<file path="src/rtl/vs_spi_master_if.sv">
// Host-side and VS1003-side signals of the SPI master.
// The master modport is the DUT view; the slave modport is the driving side.
interface vs_spi_master_if;
    logic        start;
    logic        mode;
    logic [7:0]  sci_addr;
    logic [15:0] sci_data;
    logic [7:0]  sdi_byte;
    logic        dreq;
    logic        busy;
    logic        done;
    logic        xcs;
    logic        xdcs;
    logic        sclk;
    logic        mosi;

    modport master (
        input  start, mode, sci_addr, sci_data, sdi_byte, dreq,
        output busy, done, xcs, xdcs, sclk, mosi
    );

    modport slave (
        output start, mode, sci_addr, sci_data, sdi_byte, dreq,
        input  busy, done, xcs, xdcs, sclk, mosi
    );
endinterface

</file>
<file path="src/rtl/vs_spi_master.sv">
// VS1003 SPI master: one SCI write (32-bit, xCS) or SDI byte (8-bit, xDCS)
// per start, gated by synchronised DREQ, mode 0, MSB first.
module vs_spi_master #(
    parameter int HALF = 2
) (
    input  logic               i_clkin,
    input  logic               i_rst,
    vs_spi_master_if.master    io_spi
);
    typedef enum logic [2:0] {
        IDLE, WAIT_DREQ, SETUP, SHIFT_HI, SHIFT_LO, HOLD, GAP
    } state_t;

    localparam logic [7:0] HALF_M1 = 8'(HALF - 1);

    state_t      r_state, w_next;
    logic        r_dreq_m, r_dreq_s;
    logic [31:0] r_shift;
    logic [5:0]  r_cnt;
    logic [5:0]  r_n;
    logic [7:0]  r_half;
    logic        r_mode;
    logic        w_half_end;
    logic        w_frame;

    assign w_half_end = (r_half == 8'd0);

    always_ff @(posedge i_clkin or posedge i_rst) begin
        if (i_rst) r_state <= IDLE;
        else       r_state <= w_next;
    end

    always_comb begin
        w_next = r_state;
        case (r_state)
            IDLE:      if (io_spi.start) w_next = WAIT_DREQ;
            WAIT_DREQ: if (r_dreq_s)     w_next = SETUP;
            SETUP:     if (w_half_end)   w_next = SHIFT_HI;
            SHIFT_HI:  if (w_half_end)   w_next = SHIFT_LO;
            SHIFT_LO:  if (w_half_end)   w_next = (r_cnt < r_n) ? SHIFT_HI : HOLD;
            HOLD:      if (w_half_end)   w_next = GAP;
            GAP:       if (w_half_end)   w_next = IDLE;
            default:                     w_next = IDLE;
        endcase
    end

    always_comb begin
        w_frame     = (r_state inside {SETUP, SHIFT_HI, SHIFT_LO, HOLD});
        io_spi.xcs  = !(w_frame && !r_mode);
        io_spi.xdcs = !(w_frame && r_mode);
        io_spi.sclk = (r_state == SHIFT_HI);
        io_spi.mosi = w_frame && r_shift[31];
        io_spi.busy = (r_state != IDLE);
        io_spi.done = (r_state == GAP) && w_half_end;
    end

    always_ff @(posedge i_clkin or posedge i_rst) begin
        if (i_rst) begin
            r_dreq_m <= 1'b0;
            r_dreq_s <= 1'b0;
        end else begin
            r_dreq_m <= io_spi.dreq;
            r_dreq_s <= r_dreq_m;
        end
    end

    always_ff @(posedge i_clkin or posedge i_rst) begin
        if (i_rst) begin
            r_shift <= 32'd0;
            r_cnt   <= 6'd0;
            r_n     <= 6'd0;
            r_half  <= 8'd0;
            r_mode  <= 1'b0;
        end else begin
            // every timed state starts a fresh half-period on entry
            if (w_next != r_state)   r_half <= HALF_M1;
            else if (!w_half_end)    r_half <= r_half - 8'd1;

            if (r_state == IDLE && io_spi.start) begin
                r_mode  <= io_spi.mode;
                r_cnt   <= 6'd0;
                r_n     <= io_spi.mode ? 6'd8 : 6'd32;
                r_shift <= io_spi.mode ? {io_spi.sdi_byte, 24'h0}
                                       : {8'h02, io_spi.sci_addr, io_spi.sci_data};
            end

            // last bit is not shifted out so mosi holds it through HOLD
            if (r_state == SHIFT_HI && w_next == SHIFT_LO) begin
                r_cnt <= r_cnt + 6'd1;
                if (r_cnt + 6'd1 < r_n) r_shift <= {r_shift[30:0], 1'b0};
            end
        end
    end
endmodule
</file>
<file path="src/flat_wrapper.sv">
// flat-port wrapper written by rule: the top's interface ports become plain ports
module vs_spi_master_flat 
#(
    parameter int HALF = 2
)
  (i_clkin, i_rst, io_spi_start, io_spi_mode, io_spi_sci_addr, io_spi_sci_data, io_spi_sdi_byte, io_spi_dreq, io_spi_busy, io_spi_done, io_spi_xcs, io_spi_xdcs, io_spi_sclk, io_spi_mosi);
  vs_spi_master_if io_spi_i ();
  input  logic i_clkin;
  input  logic i_rst;
  input wire logic [$bits(io_spi_i.start)-1:0] io_spi_start;
  input wire logic [$bits(io_spi_i.mode)-1:0] io_spi_mode;
  input wire logic [$bits(io_spi_i.sci_addr)-1:0] io_spi_sci_addr;
  input wire logic [$bits(io_spi_i.sci_data)-1:0] io_spi_sci_data;
  input wire logic [$bits(io_spi_i.sdi_byte)-1:0] io_spi_sdi_byte;
  input wire logic [$bits(io_spi_i.dreq)-1:0] io_spi_dreq;
  output wire logic [$bits(io_spi_i.busy)-1:0] io_spi_busy;
  output wire logic [$bits(io_spi_i.done)-1:0] io_spi_done;
  output wire logic [$bits(io_spi_i.xcs)-1:0] io_spi_xcs;
  output wire logic [$bits(io_spi_i.xdcs)-1:0] io_spi_xdcs;
  output wire logic [$bits(io_spi_i.sclk)-1:0] io_spi_sclk;
  output wire logic [$bits(io_spi_i.mosi)-1:0] io_spi_mosi;
  assign io_spi_i.start = io_spi_start;
  assign io_spi_i.mode = io_spi_mode;
  assign io_spi_i.sci_addr = io_spi_sci_addr;
  assign io_spi_i.sci_data = io_spi_sci_data;
  assign io_spi_i.sdi_byte = io_spi_sdi_byte;
  assign io_spi_i.dreq = io_spi_dreq;
  assign io_spi_busy = io_spi_i.busy;
  assign io_spi_done = io_spi_i.done;
  assign io_spi_xcs = io_spi_i.xcs;
  assign io_spi_xdcs = io_spi_i.xdcs;
  assign io_spi_sclk = io_spi_i.sclk;
  assign io_spi_mosi = io_spi_i.mosi;
  vs_spi_master #(.HALF(HALF)) u_core (.i_clkin(i_clkin), .i_rst(i_rst), .io_spi(io_spi_i));
endmodule
</file>
<file path="config.mk">
export PLATFORM = sky130hd
export DESIGN_NAME = vs_spi_master_flat
export DESIGN_NICKNAME = d
export VERILOG_FILES = /design/src/rtl/vs_spi_master_if.sv /design/src/rtl/vs_spi_master.sv /design/src/flat_wrapper.sv
export SDC_FILE = /design/constraint.sdc
export NUM_CORES = 1
export LEC_CHECK = 0
export ABC_AREA = 1
export CAP_MARGIN = 20
export CELL_PAD_IN_SITES_DETAIL_PLACEMENT = 0
export CELL_PAD_IN_SITES_GLOBAL_PLACEMENT = 1
export CORE_MARGIN = 2
export CORE_UTILIZATION = 39
export CTS_BUF_LIST = sky130_fd_sc_hd__clkbuf_8
export DETAILED_ROUTE_END_ITERATION = 7
export PLACE_DENSITY_LB_ADDON = 0.1
export SYNTH_ARGS = -nofsm -noshare
export SYNTH_HDL_FRONTEND = slang
export SYNTH_SLANG_ARGS = --single-unit
</file>
<file path="constraint.sdc">
create_clock -name i_clkin -period 3.5 [get_ports i_clkin]
set_input_delay 0.7 -clock i_clkin [delete_from_list [all_inputs] [get_ports i_clkin]]
set_output_delay 0.7 -clock i_clkin [all_outputs]
set_load 0.02 [all_outputs]
</file>
==> run_results.csv <==
group,metric,value,unit
sta,drv_slew,0,
sta,setup_viol,0,
clock_tree,ctsResizeCount,0,
finish,n_antenna_cell,0,
sta,fin_skew,0.009928,ns
die,start_util,39.94,%
die,rows,32,
synth,syn-num-nets,436,
job,drv_cap,0,
clock_tree,cts_setup_buffers,0,
sta,fin_tns_setup,0,ns
power,power.density,694.9,mW/mm^2
synth,syn_area_per_cell,7.752,um^2
critical_path,cp_common_cell,"nand2_1",
critical_path,worst-path-max-fanout,8,
synth,synth_seq_cells,53,
routing,vias_per_cell,4.972,
sta,finalCriticalPeriod,2.763,ns
synth,netlist_area,0.003054,mm^2
finish,area_delta_synth_final,18.93,%
finish,finish.utilization,47.50,%
clock_tree,cts_sinks,53,
critical_path,crit_arrival,2.06,ns
die,io_pins,43,
synth,yosysSeqAreaShare,43.42,%
critical_path,endpoint_kind,"output port",
critical_path,start_kind,"flop",
sta,fmax,361.9,MHz
routing,routedWlPerCell,12.96,um
global_route,grt.overflow.total,0,
critical_path,crit_path_top_delay_cell,"clkdlybuf4s50_1",
clock_tree,cts_tree,"built",
routing,ant_nets,0,
placement,routabilityCongestion,0.8336,
critical_path,crit_type,"reg2out",
routing,routed_wl,6.871,mm
clock_tree,cts_max_level,2,
sta,tightest_slew,0.6933,ns
finish,fin_nets,469,
clock_tree,insertion_delay,0.31,ns
finish,layout_commonest_cell,"nand2_1",
global_route,grt_max_degree,54,
finish,num-fill-cells,789,
die,core_area,0.007647,mm^2
run_status,status,"finished clean",
global_route,track_usage,16.92,%
routing,drc,0,
sta,hold_viol,0,
synth,synth_cell_type_count,30,
synth,ys_warn_count,0,
die,die_h,92.50,um
global_route,grt_pass1_vias,2427,
sta,slew_headroom,53.78,%
finish,mostFrequentLayoutCells,"nand2_1 (139), dfrtp_1 (53), clkdlybuf4s50_1 (42), o21ai_0 (34), nand4_1 (33)",
critical_path,cp.required,2.80,ns
clock_tree,numCtsBuffers,5,
routing,drt_first_pass_iters,4,
critical_path,crit_chain,"inv_1 > nand3_1 > nand2_1 > inv_1 > nand2_1 > nand2_1 > clkdlybuf4s50_1",
sta,holdWs,0.3784,ns
clock_tree,cts_root_buf,"clkbuf_8",
global_route,grt_pass1_wl,11.70,mm
power,p_leak,1.750,nW
power,vdd_ir_drop_max,0.2538,mV
clock_tree,cts_hold_buf,0,
die,dieWidth,92.50,um
die,die-area,0.008555,mm^2
synth,synth_cells,394,
routing,drt_iter0_drc,115,
hold_path,hp-class,"reg2reg",
routing,vias,2635,
sta,period_share,78.94,%
finish,drive_gt1_share,7.944,%
sta,grt_setup_unrepaired,"false",
clock_tree,cts.clk_slew.worst_paths,0.09,ns
clock_tree,clock_path_buffers,2,
power,power.total,2.524,mW
critical_path,max_stage_delay,0.61,ns
global_route,antenna_found_initial,0,
placement,port_buffers,42,
placement,dp_hpwl,4.668,mm
[metrics by stage]
step,worst slack [ns],instance area (um^2),std cells
floorplan,1.514,3054,394
global placement,1.030,3498,522
detailed placement,1.053,3498,522
CTS,0.7143,3632,530
global route,0.6039,3632,530
finish,0.7371,3632,530
[metal layers]
| metal | track usage, % | up-vias | part of all wire, % | routed length, um |
|---|---|---|---|---|
| met2 | 26.28 | 37 | 45 | 3076 |
| met3 | 3.173 | 5 | 3.2 | 218 |
| met1 | 24.54 | 1219 | 51 | 3509 |
| met4 | 3.856 | 0 | 0.98 | 67 |
| li1 | - | 1374 | - | - |
| met5 | 0 | - | 0 | 0 |
[kinds of logic (layout without fill, tap and decap cells)]
| kind of cell | Yosys count | count (layout) | share of synthesized area [%] |
|---|---|---|---|
| flops | 53 | 53 | 43.42 |
| compound gates | 50 | 50 | 9.341 |
| buf+inv | 51 | 85 | 8.480 |
| simple gates | 225 | 225 | 33.84 |
| xor+xnor | 10 | 10 | 2.868 |
| fa+ha+maj | 5 | 5 | 2.048 |
[worst paths after layout]
| path | start | endpoint | slack (ns) | cells after the start |
|---|---|---|---|---|
| setup / recovery | u_core.r_state[0]$_DFF_PP0_ | io_spi_xcs | 0.74 | 7 |
| hold reg to reg | u_core.r_dreq_m$_DFF_PP0_ | u_core.r_dreq_s$_DFF_PP0_ | 0.38 | 0 |
| max in group asynchronous | i_rst | u_core.r_dreq_m$_DFF_PP0_ | 2.14 | 3 |
| min in group asynchronous | i_rst | u_core.r_n[3]$_DFFE_PP0P_ | 0.89 | 3 |
| setup reg to reg | u_core.r_cnt[3]$_DFFE_PP0P_ | u_core.r_shift[6]$_DFF_PP0_ | 1.11 | 9 |
| hold / removal | u_core.r_dreq_m$_DFF_PP0_ | u_core.r_dreq_s$_DFF_PP0_ | 0.38 | 0 |
[area by class of cell]
type                    count  area, um^2  area share [%]
well taps                 102       127.6           3.514
inverters                  29       110.1           3.031
repair buffers             48       465.4           12.81
multi-input cells         290        1469           40.44
flip-flops and latches     53        1326           36.51
clock inverters             3       65.06           1.791
clock buffers               5       68.82           1.895
[report_power, final]
part           internal (mW)  switching (mW)
registers              0.801           0.131
clock network          0.284           0.205
logic                  0.418           0.685
total                   1.50            1.02
[registers in the layout, summed over array words and instances (netlist names)]
register / cells
u_core.r_state: 3
u_core.r_dreq_m: 1
u_core.r_half: 8
u_core.r_shift: 32
u_core.r_cnt: 6
u_core.r_n: 2
u_core.r_dreq_s: 1
[synthesized netlist by cell type]
cell type  number  area [um^2]
nand3_1        19        95.09
nand3_4         2        35.03
o21ai_2         1        8.760
o21ai_0        34        170.2
buf_2           2        10.01
o22a_1          1        8.760
clkinv_2        1        5.000
inv_1          25        93.84
a22o_1          6        52.55
clkbuf_1        8        30.03
nand4_1        33        206.5
nor3_1          2        10.01
nor2_4          2        22.52
buf_6           5        56.30
o22ai_1         3        18.77
buf_4           7        52.55
inv_2           1        3.750
xor2_1          9        78.83
nor2_2          4        25.02
a31oi_1         1        6.260
xnor2_1         1        8.760
or2_2           1        6.260
dfrtp_1        53         1326
nor2_1         16        60.06
nand2_1       139        521.8
ha_1            5        62.56
nand2_2         5        31.28
clkinv_1        2        7.510
a21oi_1         4        20.02
nand3_2         2        20.02
[critical path, delay by kind of cell (launching register included)]
family        cells  cell delay [ns]
buf+inv           3             0.84
flops             1             0.52
simple gates      4             0.41
Power figures use the tool's default switching activity.
